===== config.mk =====
export PLATFORM = sky130hd
export DESIGN_NAME = inst_fetch_queue
export DESIGN_NICKNAME = d
export VERILOG_FILES = /design/src/rtl/fetchq_pkg.sv /design/src/rtl/fetchq_fifo.sv /design/src/rtl/inst_fetch_queue.sv
export SDC_FILE = /design/constraint.sdc
export NUM_CORES = 1
export LEC_CHECK = 0
export ABC_AREA = 1
export CAP_MARGIN = 25
export CORE_MARGIN = 4
export CORE_UTILIZATION = 60
export DETAILED_ROUTE_END_ITERATION = 10
export PLACE_DENSITY = 0.85
export SKIP_LAST_GASP = 1
export SLEW_MARGIN = 20
export SYNTH_ARGS = -nofsm -noshare
export SYNTH_HDL_FRONTEND = slang
export SYNTH_HIERARCHICAL = 1
export SYNTH_SLANG_ARGS = --single-unit
export TNS_END_PERCENT = 30

===== constraint.sdc =====
create_clock -name clk_i -period 8.1 [get_ports clk_i]
set_input_delay 1.215 -clock clk_i [delete_from_list [all_inputs] [get_ports clk_i]]
set_output_delay 1.215 -clock clk_i [all_outputs]
set_load 0.03 [all_outputs]

===== src/rtl/fetchq_pkg.sv =====
// rtl/fetchq_pkg.sv - shared types and constants for the instruction fetch queue
package fetchq_pkg;

    localparam int unsigned INST_BYTES       = 4;
    localparam logic [31:0] DEFAULT_RESET_PC = 32'h0000_0000;

    typedef struct packed {
        logic [31:0] pc;
        logic [31:0] inst;
    } fetch_entry_t;

    typedef enum logic [1:0] {
        IDLE = 2'd0,
        WAIT = 2'd1,
        DROP = 2'd2
    } fetch_state_e;

    // Sequential fetch address; wraps modulo 2^32.
    function automatic logic [31:0] next_pc(input logic [31:0] pc);
        return pc + 32'(INST_BYTES);
    endfunction

endpackage


===== src/rtl/fetchq_fifo.sv =====
// rtl/fetchq_fifo.sv - DEPTH-entry FIFO of fetched {pc, inst} pairs with flush
module fetchq_fifo
    import fetchq_pkg::*;
#(
    parameter  int unsigned DEPTH = 4,
    localparam int unsigned AW    = $clog2(DEPTH),
    localparam int unsigned CW    = AW + 1
) (
    input  logic          clk_i,
    input  logic          rst_i,
    input  logic          flush_i,
    input  logic          push_i,
    input  fetch_entry_t  push_data_i,
    input  logic          pop_i,
    output fetch_entry_t  head_o,
    output logic [CW-1:0] count_o,
    output logic          full_o,
    output logic          empty_o
);

    logic [AW-1:0] rd_ptr_q, rd_ptr_d;
    logic [AW-1:0] wr_ptr_q, wr_ptr_d;
    logic [CW-1:0] count_q, count_d;
    logic          do_push, do_pop;
    fetch_entry_t  entries_q [DEPTH];

    assign full_o  = (count_q == CW'(DEPTH));
    assign empty_o = (count_q == '0);
    assign count_o = count_q;
    // An empty queue presents zeros so the consumer never sees stale words.
    assign head_o  = empty_o ? '0 : entries_q[rd_ptr_q];

    always_comb begin
        do_push  = push_i && (!full_o || pop_i) && !flush_i;
        do_pop   = pop_i && !empty_o && !flush_i;
        rd_ptr_d = rd_ptr_q;
        wr_ptr_d = wr_ptr_q;
        count_d  = count_q;
        if (flush_i) begin
            rd_ptr_d = '0;
            wr_ptr_d = '0;
            count_d  = '0;
        end else begin
            if (do_push) wr_ptr_d = wr_ptr_q + 1'b1;
            if (do_pop)  rd_ptr_d = rd_ptr_q + 1'b1;
            if (do_push && !do_pop)      count_d = count_q + 1'b1;
            else if (!do_push && do_pop) count_d = count_q - 1'b1;
        end
    end

    always_ff @(posedge clk_i or posedge rst_i) begin
        if (rst_i) begin
            rd_ptr_q <= '0;
            wr_ptr_q <= '0;
            count_q  <= '0;
        end else begin
            rd_ptr_q <= rd_ptr_d;
            wr_ptr_q <= wr_ptr_d;
            count_q  <= count_d;
        end
    end

    always_ff @(posedge clk_i) begin
        if (do_push) entries_q[wr_ptr_q] <= push_data_i;
    end

endmodule


===== src/rtl/inst_fetch_queue.sv =====
// rtl/inst_fetch_queue.sv - instruction prefetch FSM and queue; FETCHQ_BYPASS_EN enables ack-to-output bypass
module inst_fetch_queue
    import fetchq_pkg::*;
#(
    parameter int unsigned DEPTH    = 4,
    parameter logic [31:0] RESET_PC = DEFAULT_RESET_PC
) (
    input  logic        clk_i,
    input  logic        rst_i,
    input  logic        redirect_i,
    input  logic [31:0] redirect_pc_i,
    output logic        mem_req_o,
    output logic [31:0] mem_addr_o,
    input  logic        mem_ack_i,
    input  logic [31:0] mem_rdata_i,
    output logic        inst_valid_o,
    output logic [31:0] inst_o,
    output logic [31:0] inst_pc_o,
    input  logic        inst_ready_i
);

    localparam int unsigned CW = $clog2(DEPTH) + 1;

    fetch_state_e  state_q, state_d;
    logic [31:0]   fetch_pc_q, fetch_pc_d;
    logic [31:0]   addr_q, addr_d;
    fetch_entry_t  head, push_data;
    logic [CW-1:0] count, count_next;
    logic          full, empty;
    logic          push, pop, ack_wait, bypass_hit;

    assign ack_wait = (state_q == WAIT) && mem_ack_i;

`ifdef FETCHQ_BYPASS_EN
    assign bypass_hit = ack_wait && empty && !redirect_i;
`else
    assign bypass_hit = 1'b0;
`endif

    assign inst_valid_o = !empty || bypass_hit;
    assign inst_o       = bypass_hit ? mem_rdata_i : head.inst;
    assign inst_pc_o    = bypass_hit ? fetch_pc_q  : head.pc;

    // Redirect squashes both ends of the queue in the same cycle.
    assign pop  = !empty && inst_ready_i && !redirect_i;
    assign push = ack_wait && !redirect_i && !(bypass_hit && inst_ready_i);

    assign push_data = '{pc: fetch_pc_q, inst: mem_rdata_i};

    assign mem_req_o  = (state_q == WAIT) || (state_q == DROP);
    assign mem_addr_o = addr_q;

    fetchq_fifo #(.DEPTH(DEPTH)) u_fifo (
        .clk_i       (clk_i),
        .rst_i       (rst_i),
        .flush_i     (redirect_i),
        .push_i      (push),
        .push_data_i (push_data),
        .pop_i       (pop),
        .head_o      (head),
        .count_o     (count),
        .full_o      (full),
        .empty_o     (empty)
    );

    always_comb begin
        count_next = count;
        if (push && !pop)      count_next = count + 1'b1;
        else if (!push && pop) count_next = count - 1'b1;
    end

    always_comb begin
        state_d    = state_q;
        fetch_pc_d = fetch_pc_q;
        case (state_q)
            IDLE: begin
                if (redirect_i || !full) state_d = WAIT;
            end
            WAIT: begin
                if (redirect_i) begin
                    state_d = mem_ack_i ? WAIT : DROP;
                end else if (mem_ack_i) begin
                    fetch_pc_d = next_pc(fetch_pc_q);
                    state_d    = (count_next < CW'(DEPTH)) ? WAIT : IDLE;
                end
            end
            DROP: begin
                if (mem_ack_i) state_d = IDLE;
            end
            default: state_d = IDLE;
        endcase
        if (redirect_i) fetch_pc_d = redirect_pc_i;
        // A dropped request keeps its original address until the memory acks it.
        addr_d = (state_d == DROP) ? addr_q : fetch_pc_d;
    end

    always_ff @(posedge clk_i or posedge rst_i) begin
        if (rst_i) begin
            state_q    <= IDLE;
            fetch_pc_q <= RESET_PC;
            addr_q     <= RESET_PC;
        end else begin
            state_q    <= state_d;
            fetch_pc_q <= fetch_pc_d;
            addr_q     <= addr_d;
        end
    end

    ack_in_idle: assert property (@(posedge clk_i) disable iff (rst_i) !(state_q == IDLE && mem_ack_i));

endmodule


==> flow_summary.html <==
<table>
<tr><th>Metric</th><th>Value</th></tr>
<tr><th colspan="2">Status</th></tr>
<tr><td>Status</td><td>completed</td></tr>
<tr><th colspan="2">Min path</th></tr>
<tr><td>Hold crit path type</td><td>register to register</td></tr>
<tr><td>Hold Path Stages</td><td>2</td></tr>
<tr><th colspan="2">Synthesis</th></tr>
<tr><td>Synth async-reset ratio</td><td>about 22%</td></tr>
<tr><td>Sequential area share after synthesis</td><td>67.4%</td></tr>
<tr><td>Cell types with the highest counts after synthesis</td><td>sky130_fd_sc_hd__nand2_1 (449), sky130_fd_sc_hd__edfxtp_1 (256), sky130_fd_sc_hd__nor2_1 (163), sky130_fd_sc_hd__dfrtp_1 (73), sky130_fd_sc_hd__o21ai_0 (72)</td></tr>
<tr><td>Synthesized area</td><td>roughly 14,000 sq um</td></tr>
<tr><td>Post-synth top area share</td><td>54.5%</td></tr>
<tr><td>Top cell type by total area after synthesis</td><td>sky130_fd_sc_hd__edfxtp_1</td></tr>
<tr><td>Top cells by area in the synthesized netlist</td><td>sky130_fd_sc_hd__edfxtp_1 (54%), sky130_fd_sc_hd__dfrtp_1 (13%), sky130_fd_sc_hd__nand2_1 (12%)</td></tr>
<tr><td>Top flip-flop cell by instance count after synthesis</td><td>sky130_fd_sc_hd__edfxtp_1</td></tr>
<tr><td>Number of enable flip-flop cells after synthesis</td><td>256</td></tr>
<tr><td>Total number of yosys warnings</td><td>6</td></tr>
<tr><td>Mean area per synthesized cell</td><td>roughly 10 sq um</td></tr>
<tr><td>Post-synthesis cell count</td><td>about 1,300</td></tr>
<tr><td>Number of distinct standard cells referenced by the synthesized netlist</td><td>41</td></tr>
<tr><td>Number of nets produced by synthesis</td><td>1,429</td></tr>
<tr><td>Cell with the most instances after synthesis</td><td>sky130_fd_sc_hd__nand2_1</td></tr>
<tr><td>FF+latch count, synth</td><td>approximately 330</td></tr>
<tr><th colspan="2">Power and ir drop</th></tr>
<tr><td>Switching share of power</td><td>~27%</td></tr>
<tr><td>Switching power total</td><td>approximately 1.1 mW</td></tr>
<tr><td>Final Total Pwr</td><td>just over 4 mW</td></tr>
<tr><td>Proportion of power drawn by combinational gates</td><td>between 15 and 20%</td></tr>
<tr><td>Share of total power in the clock network</td><td>between 30% and 40%</td></tr>
<tr><td>Maximum vdd drop</td><td>~0.15 mV</td></tr>
<tr><td>Pwr/cell area</td><td>around 240 nW/um^2</td></tr>
<tr><td>Leakage power figure</td><td>between 6 and 7 nW</td></tr>
<tr><td>Sequential Power Share</td><td>49.2%</td></tr>
<tr><td>Internal power component</td><td>around 2.9 mW</td></tr>
<tr><th colspan="2">Timing</th></tr>
<tr><td>Total count of hold-check failures in the final report</td><td>0</td></tr>
<tr><td>Worst path setup slack after routing</td><td>3150 ps</td></tr>
<tr><td>Pin slew with the least headroom to its limit</td><td>between 900 and 1000 ps</td></tr>
<tr><td>Final setup violation count</td><td>0</td></tr>
<tr><td>Summed negative setup slack over all endpoints</td><td>0 ps</td></tr>
<tr><td>Fin. max-slew vios</td><td>0</td></tr>
<tr><td>Clock Skews</td><td>between 10 and 15 ps</td></tr>
<tr><td>Tcrit/Tclk final</td><td>about three fifths</td></tr>
<tr><td>Achievable frequency</td><td>between 200 and 250 MHz</td></tr>
<tr><td>Headroom to the max-slew limit</td><td>34.8%</td></tr>
<tr><td>Min Tclk post-route</td><td>around 5000 ps</td></tr>
<tr><td>Setup repair after global routing missed its margin</td><td>false</td></tr>
<tr><td>Min Hold Slack</td><td>around 470 ps</td></tr>
<tr><th colspan="2">Layout</th></tr>
<tr><td>Layout cell share with drive strength beyond 1</td><td>between 6 and 7%</td></tr>
<tr><td>Nets</td><td>1,575</td></tr>
<tr><td># diodes</td><td>0</td></tr>
<tr><td>Layout Utilization</td><td>73.8%</td></tr>
<tr><td>Total non-filler cell area in the finished layout</td><td>approximately 17,000 sq um</td></tr>
<tr><td>Non-Filler Instances</td><td>around 1,800</td></tr>
<tr><td>Relative area change from synthesis to final layout</td><td>19.8%</td></tr>
<tr><th colspan="2">Critical path</th></tr>
<tr><td>FF-to-FF Start</td><td>u_fifo/count_o[2]</td></tr>
<tr><td>Sort of element at the end of the critical path</td><td>output pin</td></tr>
<tr><td>Setup slack of the worst register-to-register path</td><td>around 4500 ps</td></tr>
<tr><td>Critical path origin</td><td>u_fifo/rd_ptr_q[0]</td></tr>
<tr><td>Arrival @ worst endpoint</td><td>about 3700 ps</td></tr>
<tr><td>Worst setup path endpoint</td><td>inst_pc_o[19]</td></tr>
<tr><td>Critical Path RT</td><td>6880 ps</td></tr>
<tr><td>Critical Path Start Type</td><td>register</td></tr>
<tr><td>Critical register-to-register path endpoint</td><td>u_fifo/entries_q[2][38]</td></tr>
<tr><td>Length in cells of the worst reg-to-reg path</td><td>11</td></tr>
<tr><td>Highest net fanout along the worst path</td><td>just over 70</td></tr>
<tr><td>Worst setup path class</td><td>register to output pin</td></tr>
<tr><th colspan="2">Global route</th></tr>
<tr><td>Remaining Overflow, GRT</td><td>0</td></tr>
<tr><td>Number of antenna violations at the first check in global routing</td><td>0</td></tr>
<tr><td>Pin count of the biggest net entering global routing</td><td>106</td></tr>
<tr><td>Global-route wire length before repair</td><td>50.8 mm</td></tr>
<tr><td>Number of global-route vias before repair</td><td>approximately 9,900</td></tr>
<tr><td>Total track usage</td><td>about a quarter</td></tr>
<tr><th colspan="2">Placement</th></tr>
<tr><td>Post-placement cell area</td><td>roughly 16,000 sq um</td></tr>
<tr><td>HPWL reported at the end of detailed placement</td><td>just under 20 mm</td></tr>
<tr><td>Post-Place Cells</td><td>~1,800</td></tr>
<tr><td>Quantity of I/O buffers inserted on ports</td><td>166</td></tr>
<tr><td>Placement-stage worst setup slack</td><td>between 3000 and 4000 ps</td></tr>
<tr><td>Final weighted congestion in routability-driven placement</td><td>roughly 0.97</td></tr>
<tr><th colspan="2">Drt</th></tr>
<tr><td>Vias after detailed routing</td><td>about 10,000</td></tr>
<tr><td>Routed wl met3</td><td>roughly 2.4 mm</td></tr>
<tr><td>Met1 routed wirelength after detailed routing</td><td>around 14 mm</td></tr>
<tr><td>Met2 WL post-DR</td><td>between 15 and 20 mm</td></tr>
<tr><td>Average detailed-routed wire length per instance</td><td>between 15 and 20 um</td></tr>
<tr><td>Routed Antenna Nets</td><td>0</td></tr>
<tr><td>Number of detailed-routing iterations run before antenna repair</td><td>6</td></tr>
<tr><td>DRC Markers</td><td>0</td></tr>
<tr><td>Number of DRC markers after the initial detailed-route iteration</td><td>1,047</td></tr>
<tr><td>Wire length after detailed routing</td><td>~32 mm</td></tr>
<tr><td>Highest metal used</td><td>met4</td></tr>
<tr><td>Via density per instance</td><td>5.53</td></tr>
<tr><th colspan="2">Clock tree</th></tr>
<tr><td>Hold-fix buffers, CTS</td><td>0</td></tr>
<tr><td>Clock tree from TritonCTS</td><td>yes</td></tr>
<tr><td>Clock slew at the register clock pins of the worst setup and hold paths</td><td>~60 ps</td></tr>
<tr><td>Root Buffer Master</td><td>sky130_fd_sc_hd__clkbuf_16</td></tr>
<tr><td>Clock buffers created by TritonCTS</td><td>31</td></tr>
<tr><td>Maximum level of the CTS H-tree</td><td>1</td></tr>
<tr><td>Clock Sinks</td><td>about 330</td></tr>
<tr><td>Clock latency on the worst-skew pair</td><td>550 ps</td></tr>
<tr><td>Deepest clock path buffer count</td><td>3</td></tr>
<tr><td>Setup Fix Bufs, Post-CTS</td><td>0</td></tr>
<tr><td>Number of gates given a new drive strength after cts</td><td>0</td></tr>
<tr><th colspan="2">Die</th></tr>
<tr><td>Number of standard-cell rows in the floorplan</td><td>55</td></tr>
<tr><td>Top-Level Pins</td><td>167</td></tr>
<tr><td>Full die area</td><td>26,000 sq um</td></tr>
<tr><td>Starting density of the core</td><td>roughly three fifths</td></tr>
<tr><td>Area of the placeable core</td><td>22,900 sq um</td></tr>
<tr><td>Chip height</td><td>161 um</td></tr>
<tr><td>Die Width</td><td>about 160 um</td></tr>
<tr><th colspan="2">Flow run</th></tr>
<tr><td>Number of violations of the max-capacitance limit</td><td>0</td></tr>
</table>
registers in the layout, summed over array words and instances (netlist names):
name              flops
u_fifo/wr_ptr_q       2
u_fifo/entries_q    256
u_fifo/rd_ptr_q       2
u_fifo/count_o        3
mem_addr_o           32
state_q               2
fetch_pc_q           32
placed cells by master, fill, tap and decap left out, types with 2 or more instances in the layout:
cell and count:
sky130_fd_sc_hd__a21oi_1 69, sky130_fd_sc_hd__nand3_2 2, sky130_fd_sc_hd__nor2_1 159, sky130_fd_sc_hd__ha_1 10, sky130_fd_sc_hd__dfrtp_1 72, sky130_fd_sc_hd__clkbuf_1 4
sky130_fd_sc_hd__o21ai_0 72, sky130_fd_sc_hd__or2_2 11, sky130_fd_sc_hd__bufinv_16 2, sky130_fd_sc_hd__nand2_2 2, sky130_fd_sc_hd__nor2_4 7, sky130_fd_sc_hd__clkbuf_16 31
sky130_fd_sc_hd__clkinv_4 3, sky130_fd_sc_hd__clkinv_1 7, sky130_fd_sc_hd__edfxtp_1 256, sky130_fd_sc_hd__nand3_1 45, sky130_fd_sc_hd__nand2_1 449, sky130_fd_sc_hd__a21boi_0 7
sky130_fd_sc_hd__inv_1 50, sky130_fd_sc_hd__clkinv_2 3, sky130_fd_sc_hd__xor2_1 10, sky130_fd_sc_hd__clkinvlp_2 3, sky130_fd_sc_hd__nand4_1 12, sky130_fd_sc_hd__a21boi_1 2
sky130_fd_sc_hd__a31oi_1 4, sky130_fd_sc_hd__nor3_1 8, sky130_fd_sc_hd__inv_2 5, sky130_fd_sc_hd__o21ai_1 11, sky130_fd_sc_hd__buf_4 11, sky130_fd_sc_hd__and2_1 2
sky130_fd_sc_hd__clkinvlp_4 2, sky130_fd_sc_hd__inv_4 2, sky130_fd_sc_hd__clkdlybuf4s50_1 166, sky130_fd_sc_hd__nand3b_1 5
cells by family (layout without fill, tap and decap cells):
logic type	count (synthesis)	count (layout)	share of synthesized area, %
and+or+nand+nor	706	706	20.3
DFF	329	329	67.4
AOI/OAI and AO/OA	170	170	6.36
buffers and inverters	122	292	4.18
adders and majority gates	11	11	1.03
xor gates and xnor gates	11	11	0.683
per-layer routing:
metal | vias up | global-route usage, %
met3 | 50 | 2.91
met2 | 469 | 40.3
met5 | - | 0
met4 | 0 | 5.70
met1 | 4811 | 34.6
li1 | 4809 | -
worst min-delay path by stage:
stage,startpoint,to,slack (ps)
after floorplan,fetch_pc_q[0],u_fifo/entries_q[0][32],480
after global placement,mem_addr_o[15],mem_addr_o[15],450
after detailed placement,mem_addr_o[7],mem_addr_o[7],460
after CTS,mem_addr_o[7],mem_addr_o[7],480
after global routing,mem_addr_o[10],mem_addr_o[10],500
final,mem_addr_o[7],mem_addr_o[7],470
power by group through the flow:
stage               Sequential (mW)  Clock [mW]  Combinational (mW)
finish                         1.98        1.38               0.668
floorplan                      2.04           0               0.342
detailed placement             2.01           0               0.665
global route                   1.99        1.47               0.719
CTS                            1.98        1.39               0.672
global placement               2.01           0               0.655
critical path, cell delays in order, from the launching register on:
cell,delay (ps)
sky130_fd_sc_hd__dfrtp_4,620
sky130_fd_sc_hd__inv_4,470
sky130_fd_sc_hd__buf_4,680
sky130_fd_sc_hd__nand2_1,100
sky130_fd_sc_hd__nand2_1,90
sky130_fd_sc_hd__nand2_1,50
sky130_fd_sc_hd__a21oi_1,370
sky130_fd_sc_hd__clkdlybuf4s50_1,750
final cells by class:
cell class / count / area, sq um
Clock buffer: 35 / 791
Clock inverter: 22 / 183
Fill cell: 1510 / 6010
Inverter: 57 / 219
Multi-Input combinational cell: 898 / 4040
Sequential cell: 329 / 9520
Tap cell: 313 / 392
Timing Repair Buffer: 178 / 1760
Power figures use the tool's default switching activity.
